==> src/rtl/dds_phase_synth.sv <==
// dds_phase_synth: clamped tuning word, phase accumulator, quarter-wave sine ROM.
// Optional phase dither before truncation: define DDS_PHASE_DITHER_EN.

module dds_phase_synth #(
   parameter int                   ACC_WIDTH  = 32,
   parameter int                   PHASE_BITS = 10,
   parameter int                   OUT_WIDTH  = 8,
   parameter logic [ACC_WIDTH-1:0] STEP_MIN   = 32'd10000,
   parameter logic [ACC_WIDTH-1:0] STEP_MAX   = 32'd2000000
) (
   input  logic                 clk,
   input  logic                 reset,
   input  logic [ACC_WIDTH-1:0] step_in,
   input  logic                 enable,
   output logic [OUT_WIDTH-1:0] wave_out,
   output logic                 sample_valid,
   output logic                 sync_out,
   output logic [ACC_WIDTH-1:0] phase_out
);

   localparam int AW        = PHASE_BITS - 2;
   localparam int ROM_DEPTH = 1 << AW;
   localparam logic [OUT_WIDTH-1:0] MID = {1'b1, {(OUT_WIDTH-1){1'b0}}};

   // Quarter-wave entry, sampled at bin centres; evaluated at elaboration only.
   function automatic logic [OUT_WIDTH-2:0] rom_entry(input int i);
      real x;
      real term;
      real s;
      int  v;
      x    = 3.14159265358979323846 / 2.0 * ($itor(i) + 0.5) / $itor(ROM_DEPTH);
      term = x;
      s    = x;
      for (int k = 1; k < 14; k++) begin
         term = -term * x * x / $itor((2 * k) * (2 * k + 1));
         s    = s + term;
      end
      v = $rtoi($itor((1 << (OUT_WIDTH - 1)) - 1) * s + 0.5);
      return v[OUT_WIDTH-2:0];
   endfunction

   logic [OUT_WIDTH-2:0] rom [ROM_DEPTH];

   for (genvar g = 0; g < ROM_DEPTH; g++) begin : g_rom
      assign rom[g] = rom_entry(g);
   end

   logic [ACC_WIDTH-1:0]  step_q;
   logic [ACC_WIDTH-1:0]  acc;
   logic [ACC_WIDTH:0]    sum;
   logic                  v1, w1;
   logic [PHASE_BITS-1:0] p;
   logic [AW-1:0]         addr_d;
   logic [AW-1:0]         addr;
   logic                  half2, v2, w2;
   logic [OUT_WIDTH-2:0]  q;
   logic                  half3, v3, w3;

   // Carry-extended accumulator sum; the top bit is the wrap flag.
   always_comb sum = {1'b0, acc} + {1'b0, step_q};

   // S0: clamp the tuning word into the legal range every cycle.
   always_ff @(posedge clk) begin
      if (reset)
         step_q <= STEP_MIN;
      else if (step_in < STEP_MIN)
         step_q <= STEP_MIN;
      else if (step_in > STEP_MAX)
         step_q <= STEP_MAX;
      else
         step_q <= step_in;
   end

   // S1: integrate the step on enabled cycles and flag the carry.
   always_ff @(posedge clk) begin
      if (reset) begin
         acc <= '0;
         v1  <= 1'b0;
         w1  <= 1'b0;
      end else begin
         v1 <= enable;
         w1 <= enable & sum[ACC_WIDTH];
         if (enable)
            acc <= sum[ACC_WIDTH-1:0];
      end
   end

`ifdef DDS_PHASE_DITHER_EN
   localparam logic [ACC_WIDTH-1:0] DMASK = {ACC_WIDTH{1'b1}} >> PHASE_BITS;

   logic [15:0]           lfsr;
   logic [ACC_WIDTH+15:0] lfsr_ext;
   logic [ACC_WIDTH-1:0]  dither;
   logic [ACC_WIDTH-1:0]  dsum;

   // Dither LFSR, x^16+x^14+x^13+x^11+1, steps with the accumulator.
   always_ff @(posedge clk) begin
      if (reset)
         lfsr <= 16'hACE1;
      else if (enable)
         lfsr <= {lfsr[14:0], lfsr[15] ^ lfsr[13] ^ lfsr[12] ^ lfsr[10]};
   end

   // Dithered phase: low LFSR bits land only below the truncation point.
   always_comb begin
      lfsr_ext = {{ACC_WIDTH{1'b0}}, lfsr};
      dither   = lfsr_ext[ACC_WIDTH-1:0] & DMASK;
      dsum     = acc + dither;
      p        = dsum[ACC_WIDTH-1 -: PHASE_BITS];
   end
`else
   // Plain truncation of the accumulator.
   always_comb p = acc[ACC_WIDTH-1 -: PHASE_BITS];
`endif

   // Odd quadrants read the quarter table backwards.
   always_comb addr_d = p[PHASE_BITS-2] ? ~p[AW-1:0] : p[AW-1:0];

   // S2: register ROM address and half-wave sign.
   always_ff @(posedge clk) begin
      if (reset) begin
         addr  <= '0;
         half2 <= 1'b0;
         v2    <= 1'b0;
         w2    <= 1'b0;
      end else begin
         addr  <= addr_d;
         half2 <= p[PHASE_BITS-1];
         v2    <= v1;
         w2    <= w1;
      end
   end

   // S3: synchronous ROM read.
   always_ff @(posedge clk) begin
      if (reset) begin
         q     <= '0;
         half3 <= 1'b0;
         v3    <= 1'b0;
         w3    <= 1'b0;
      end else begin
         q     <= rom[addr];
         half3 <= half2;
         v3    <= v2;
         w3    <= w2;
      end
   end

   // S4: offset-binary output, held while no valid sample arrives.
   always_ff @(posedge clk) begin
      if (reset) begin
         wave_out     <= MID;
         sample_valid <= 1'b0;
         sync_out     <= 1'b0;
      end else begin
         sample_valid <= v3;
         sync_out     <= v3 & w3;
         if (v3)
            wave_out <= half3 ? MID - {1'b0, q} : MID + {1'b0, q};
      end
   end

   assign phase_out = acc;

endmodule

==> config.mk <==
export PLATFORM = sky130hd
export DESIGN_NAME = dds_phase_synth
export DESIGN_NICKNAME = d
export VERILOG_FILES = /design/src/rtl/dds_phase_synth.sv
export SDC_FILE = /design/constraint.sdc
export NUM_CORES = 1
export LEC_CHECK = 0
export ABC_CLOCK_PERIOD_IN_PS = 6700
export CAP_MARGIN = 20
export CORE_MARGIN = 2
export CORE_UTILIZATION = 61
export DETAILED_ROUTE_END_ITERATION = 8
export PLACE_DENSITY = 0.87
export SYNTH_ARGS = -nofsm -noshare
export SYNTH_HDL_FRONTEND = slang
export SYNTH_SLANG_ARGS = --single-unit
==> constraint.sdc <==
create_clock -name clk -period 6.7 [get_ports clk]
set_clock_uncertainty 0.1 [all_clocks]
set_input_delay 1.005 -clock clk [delete_from_list [all_inputs] [get_ports clk]]
set_output_delay 1.005 -clock clk [all_outputs]
set_load 0.005 [all_outputs]
; ---- Word-level counts from Yosys, hierarchy flattened
; Memories as Yosys holds them, arrays and structs flattened. A register that Yosys moved wholly into a read port is not among the register bits.
; Index checks and enable logic that the tools add are counted.
[totals]
register_bits = 90
romBits = 1792
in_bits = 35
output_inout_bits = 42
elab_cells = 30
mem_count = 1
[op_classes]
add_sub_neg = 3
order_cmp = 2
n_mux = 3
bitwise_logic = 4
reduce_logical = 2
[mem_list]
columns = name, words, word_bits, rd, rd_clocked_by_memory_dff, write_ports, line_no
row1 = (name not given), 256, 7, 1, 1, 0, 142  ; q <= rom[addr];
[ops]
columns = cell, count
row1 = adder 32 x 32 -> 33 bit, 1
row2 = > comparator 32 x 21 -> 1 bit (second input constant), 1
row3 = < comparator 32 x 14 -> 1 bit (second input constant), 1
row4 = two-way mux 21 bit, 1
row5 = two-way mux 8 bit, 2
row6 = inverter 8 -> 9 bit, 1
row7 = adder 8 x 7 -> 8 bit (first input constant), 1
row8 = inverter 8 bit, 1
row9 = subtractor 8 x 7 -> 8 bit (first input constant), 1
row10 = OR reduction 3 bit, 1
row11 = bitwise AND 1 bit, 2
row12 = OR reduction 2 bit, 1

; ---- Logic depth before layout (Yosys ltp)
; Gate-level depths: netlist (run 1).
[depth]
word_depth = 2
ltp_mapped = 11
depth_no_buf = 10

; ---- Worst setup path before layout (run 1)
; OpenSTA, ideal clock, no wires.
[synth_path]
path_type = register to register
startpoint = register acc[0], in the netlist phase_out[0]
endpoint = register acc[24], in the netlist phase_out[24]
setup_time_ps = 142
t_arrival_ps = 2234
t_required_ps = 6458
setup_slack_ps = 4225
path_stages_with_launch = 11
path_buffers = 0
synth_period_minus_slack_ps = 2475
path_cell_list = dfxtp_1 -> ha_1 -> inv_1 -> fa_1 -> nor2b_1 -> o31ai_2 -> a31oi_1 -> a211oi_2 -> nor3_1 -> mux2i_1 -> o311ai_0
[synth_via]
elab_chain_cells = 1
[synth_rtl]
columns = element, line_no
row1 = "start, declared", 49  ; logic [ACC_WIDTH-1:0] acc;
row2 = "start signal, assigned", 84  ; acc <= sum[ACC_WIDTH-1:0];
row3 = adder 32 x 32 -> 33 bit, 60  ; always_comb sum = {1'b0, acc} + {1'b0, step_q};
; No other way between the ends.
; A chain may end at the register's enable or synchronous reset.

==> flow_summary.ini, run 1 <==
[status]
status = completed

[logic_synthesis]
synthArstFlopShare = 0
synth_area_per_cell_um2 = 7.815
yosys_warnings = 0
yosysUniqueCellTypes = 63
ys_ff_latch = 97
ys_seq_area_frac = 0.3133
netlist_instances = 793
synth_edf_count = 0
synth_ff_type = dfxtp_1
syn_area_um2 = 6197

[layout]
layout_common_cells = dfxtp_1 (97), nand2_1 (77), nor2_1 (77)
fillers = 782
final_cell_area_um2 = 7243
antenna_cells = 0
nNetsFinal = 925
layout_commonest_cell = dfxtp_1
syn2layout_area_growth_pct = 16.88
layout-drive-gt1-share = 0.04230
fin_util = 0.7376
multi_input_area_um2 = 3951
seq_area_um2 = 1942
stdcell_count = 984

[placement]
port_buffers = 76
hpwl_um = 11570
gp_congestion = 0.9853
placedCellCount = 967
placedInstanceArea_um2 = 6995
dp_slack_ps = 2614

[routing]
dr.pass1.iters = 6
drcViolationCount = 0
routed_wl_um = 16010
num_vias = 6084
antenna_left = 0
via_per_inst = 6.183
avgRoutedWirePerCell_um = 16.27
drtIter0Drc = 369

[die]
rows = 36
core_area_um2 = 9819
dieWidth_um = 104.8
start_util = 0.6311
dieArea_um2 = 10980
die_y_um = 104.8
boundaryPins = 77

[pwr]
power.leakage_nw = 2.903
power.internal_mw = 1.146
vdd_drop_max_mv = 0.1263
netSwitchingPower_uw = 727.6
p_sw_frac = 0.3884
combPwrFrac = 0.398
power_density_nw_per_um2 = 258.6
power_frac_seq = 0.380
pwr-share-clk = 0.222

[worst_setup_path]
path_class = input port to register
worstPathMaxFanout = 52
critical_path_depth = 7
worstSetupEndpointType = register
critPathTopFamily = simple AND/OR/NAND/NOR gates
path_buf_inv = 3
worst_ep_required_time_ps = 6850
cpMaxStageDelayCell = nand2b_1
slowest_delay_ps = 630
rr_worst_depth = 8
start_kind = input port
cp_cell_sequence = buf_2, buf_4, nand2b_1, inv_1, nand2_1, a311oi_1, or3_1
arrival_ps = 3220

[cts]
clk_pin_slew_ps = 100
numCtsBuffers = 9
ctsRootBufferMaster = clkbuf_8
clockBufferDepth = 2
cts_setup_buffers = 0
htreeDepth = 3
cts.sinks = 97
clk-insertion-delay-late_ps = 380
cts_resized = 0
holdBufCountCts = 0
cts_tree = yes

[flow_run]
maxCapViolCount = 0

[timing]
relSlewSlack = 0.5031
final_hold_viol_count = 0
finalCritPeriodShare = 0.4583
rsz0062_at_grt = false
worstMarginPinSlew_ps = 741.9
fmax_mhz = 325.7
setup_viol = 0
min_period_ps = 3071
tns_ps = 0
drv_slew = 0
fin_ws_ps = 3629

[global_routing]
grt_pass1_wl_um = 26450
grt_util_all_layers = 0.2888
grt_pass1_vias = 5706
grt_max_degree = 53
grt-ovfl-total = 0
grt_antenna_before_repair = 0

[hold_path]
whs_path_depth = 1
min_path_type = register to register
[sequential cells by signal, summed over array words and instances, names as in the netlist, 7 cells and up]
signal     flops
q              7
wave_out       8
phase_out     32
addr           8
step_q        32
[metal layers]
metal / global-route usage / vias to the layer above / routed length [um]
li1: - / 2947 / -
met1: 0.3674 / 2812 / 6787
met2: 0.4963 / 289 / 7659
met3: 0.05115 / 36 / 1261
met4: 0.09048 / 0 / 300
met5: 0 / - / 0
[Yosys cell counts, drive strengths merged, types with 12 or more instances]
master,count,area (um^2)
a211oi,26,210.2
a21oi,73,365.4
and2,12,75.07
buf,20,93.85
clkbuf,31,116.4
dfxtp,97,1942
ha,43,538.0
inv,35,131.4
mux2i,19,190.2
nand2,77,289.0
nand3,15,80.08
nor2,77,289.0
nor2b,15,93.84
nor3,21,105.1
o21ai,56,284.0
xnor2,21,183.9
xor2,14,122.6
[path summary, 6_finish.rpt]
path                      from             to  slack [ps]
setup / recovery         reset  phase_out[25]        3630
hold / removal              w3       sync_out         340
setup reg to reg  phase_out[9]  phase_out[22]        3770
hold reg to reg             w3       sync_out         340
[logic make-up after synthesis]
group | share of synthesized area
other | 0.0006051
flip-flops | 0.3133
multiplexers | 0.03432
AO/OA/AOI/OAI | 0.2554
adder cells (fa/ha/maj) | 0.09005
AND/OR/NAND/NOR | 0.2017
XOR/XNOR | 0.04947
buffers and inverters | 0.05512
[cell type report]
cell class	instances	share of cell area
clock buffers	10	0.01900
well taps	133	0.02297
inverters	35	0.01814
clock inverters	6	0.01140
multi-input cells	620	0.5455
flip-flops and latches	97	0.2681
repair buffers	83	0.1149
[power groups by stage]
stage	Combinational (mW)	Clock [mW]	Sequential [mW]
3_5_place_dp	0.722	0	0.724
5_1_grt	0.818	0.447	0.721
4_1_cts	0.728	0.421	0.712
2_1_floorplan	0.545	0	0.693
6_report	0.745	0.416	0.713
3_3_place_gp	0.699	0	0.722
[metrics by stage]
stage | hold WS, ps | power (mW)
after detailed placement | 322.4 | 1.447
final | 336.7 | 1.873
after global routing | 365.8 | 1.987
after floorplan | 305.7 | 1.238
after CTS | 346.7 | 1.860
after global placement | 314.5 | 1.421
Note: power is estimated with default switching activity, not from simulation.
==> inputs of run 2 (changes only) <==
Settings changed: ABC_CLOCK_PERIOD_IN_PS 6700 to 2600, CORE_UTILIZATION 61 to 51, PLACE_DENSITY 0.87 to 0.77.
Clock period 6.7 ns to 2.6 ns, I/O delays scaled along.
==> flow_summary.ini, run 2 (synthesized netlist as in run 1, its figures left out) <==
[placement]
placedCellCount = 1016
hpwl_um = 12780
port_buffers = 76
dp_slack_ps = -212.1
gp_congestion = 0.9162

[routing]
avgRoutedWirePerCell_um = 16.70
dr.pass1.iters = 5
via_per_inst = 6.005
drcViolationCount = 0
antenna_left = 0
routed_wl_um = 17280
num_vias = 6215
drtIter0Drc = 575

[layout]
layout_common_cells = dfxtp_1 (94), nand2_1 (77), nor2_1 (77)
stdcell_count = 1035
antenna_cells = 0
syn2layout_area_growth_pct = 25.50
nNetsFinal = 962
fillers = 989
layout_commonest_cell = dfxtp_1
layout-drive-gt1-share = 0.1104

[pwr]
power.total_mw = 5.317
power.leakage_nw = 3.127
power_density_nw_per_um2 = 683.7
vdd_drop_max_mv = 0.3805

[die]
core_area_um2 = 11910
die_y_um = 114.2
dieArea_um2 = 13050
start_util = 0.5203
rows = 40
boundaryPins = 77
dieWidth_um = 114.2

[timing]
tns_ps = 0
final_hold_viol_count = 0
hold_slack_ps = 343.5
worstMarginPinSlew_ps = 793.1
setup_viol = 0
drv_slew = 0
fin_ws_ps = 25.30
min_period_ps = 2575
fmax_mhz = 388.4
relSlewSlack = 0.4668
finalCritPeriodShare = 0.9903
rsz0062_at_grt = true

[status]
status = completed

[flow_run]
maxCapViolCount = 0

[cts]
clockBufferDepth = 2
ctsRootBufferMaster = clkbuf_16
clk-insertion-delay-late_ps = 360
cts.sinks = 97
holdBufCountCts = 0
clk_pin_slew_ps = 70
numCtsBuffers = 9
htreeDepth = 3
cts_tree = yes

[worst_setup_path]
rr_worst_depth = 8
worstSetupEndpointType = register
arrival_ps = 2750
worstPathMaxFanout = 6
critPathTopFamily = compound AO/OA/AOI/OAI gates
critical_path_depth = 8
worst_ep_required_time_ps = 2780
start_kind = register
slowest_delay_ps = 560
path_class = register to register
path_buf_inv = 0
cpMaxStageDelayCell = or4_1
reg2reg_to = phase_out[23]
r2r_start = phase_out[9]
r2r_slack_ps = 30
cp_cell_sequence = ha_2, nand2_1, or4_1, o221a_1, o21ai_4, a41oi_2, xor2_1, a211oi_2

[hold_path]
holdPathEnd = v3
whs_path_depth = 1
min_path_type = register to register
hold_start = v2

[global_routing]
grt_pass1_vias = 6042
grt_util_all_layers = 0.2670
grt-ovfl-total = 0
grt_max_degree = 33
grt_pass1_wl_um = 28190
grt_antenna_before_repair = 0
run 2: changes by cell type in the layout (fill, tap and decap cells not counted), moves of 4 or more:
cell,delta
ha_1,-9
clkbuf_8,-9
ha_4,+4
buf_4,+39
clkbuf_16,+9
ha_2,+5
run 2: worst max path at each step:
| stage | from | slack, ps | end |
|---|---|---|---|
| after floorplan | phase_out[0] | 120 | phase_out[24] |
| after global placement | step_in[14] | -110 | step_q[1] |
| after detailed placement | step_in[7] | -210 | step_q[1] |
| after CTS | phase_out[0] | 8 | phase_out[24] |
| after global routing | phase_out[9] | -50 | phase_out[23] |
| final | phase_out[9] | 30 | phase_out[23] |
run 2: power by group:
part           total, mW  internal (mW)  switching (mW)
clock network       1.43          0.794           0.636
registers           1.85           1.64           0.207
logic               2.04          0.904            1.14
run 2: repair_timing:
item,CTS,global route
endpoints found under the setup margin,2,21
endpoints found under the hold margin,0,0
gates cloned,0,0
setup buffers,0,3
pin swaps,2,12
gates resized for setup,3,31
run 2: final cells by class:
class | count | area, um^2 | area share
Clock buffer | 10 | 239.0 | 0.03073
Clock inverter | 6 | 83.83 | 0.01078
Inverter | 35 | 131.4 | 0.01689
Multi-Input combinational cell | 620 | 4108 | 0.5282
Sequential cell | 97 | 1946 | 0.2502
Tap cell | 147 | 183.9 | 0.02365
Timing Repair Buffer | 120 | 1086 | 0.1396
run 2: worst register-to-register path: stages (launching register included):
cell and delay [ps]:
dfxtp_1 330, ha_2 390, nand2_1 140, or4_1 560, o221a_1 270, o21ai_4 140, a41oi_2 160, xor2_1 180
a211oi_2 220
run 2: layer usage:
layer / vias to the layer above / track usage / part of all wire
met5: - / 0 / 0
met4: 0 / 0.1163 / 0.024
met3: 41 / 0.04764 / 0.069
met2: 296 / 0.4575 / 0.48
met1: 2875 / 0.3288 / 0.43
li1: 3003 / - / -
run 2: stage by stage:
| step | utilization | instance area, um^2 |
|---|---|---|
| detailed placement | 0.6105 | 7272 |
| global placement | 0.6105 | 7272 |
| finish | 0.6529 | 7777 |
| CTS | 0.6390 | 7611 |
| global route | 0.6529 | 7777 |
| floorplan | - | 6235 |
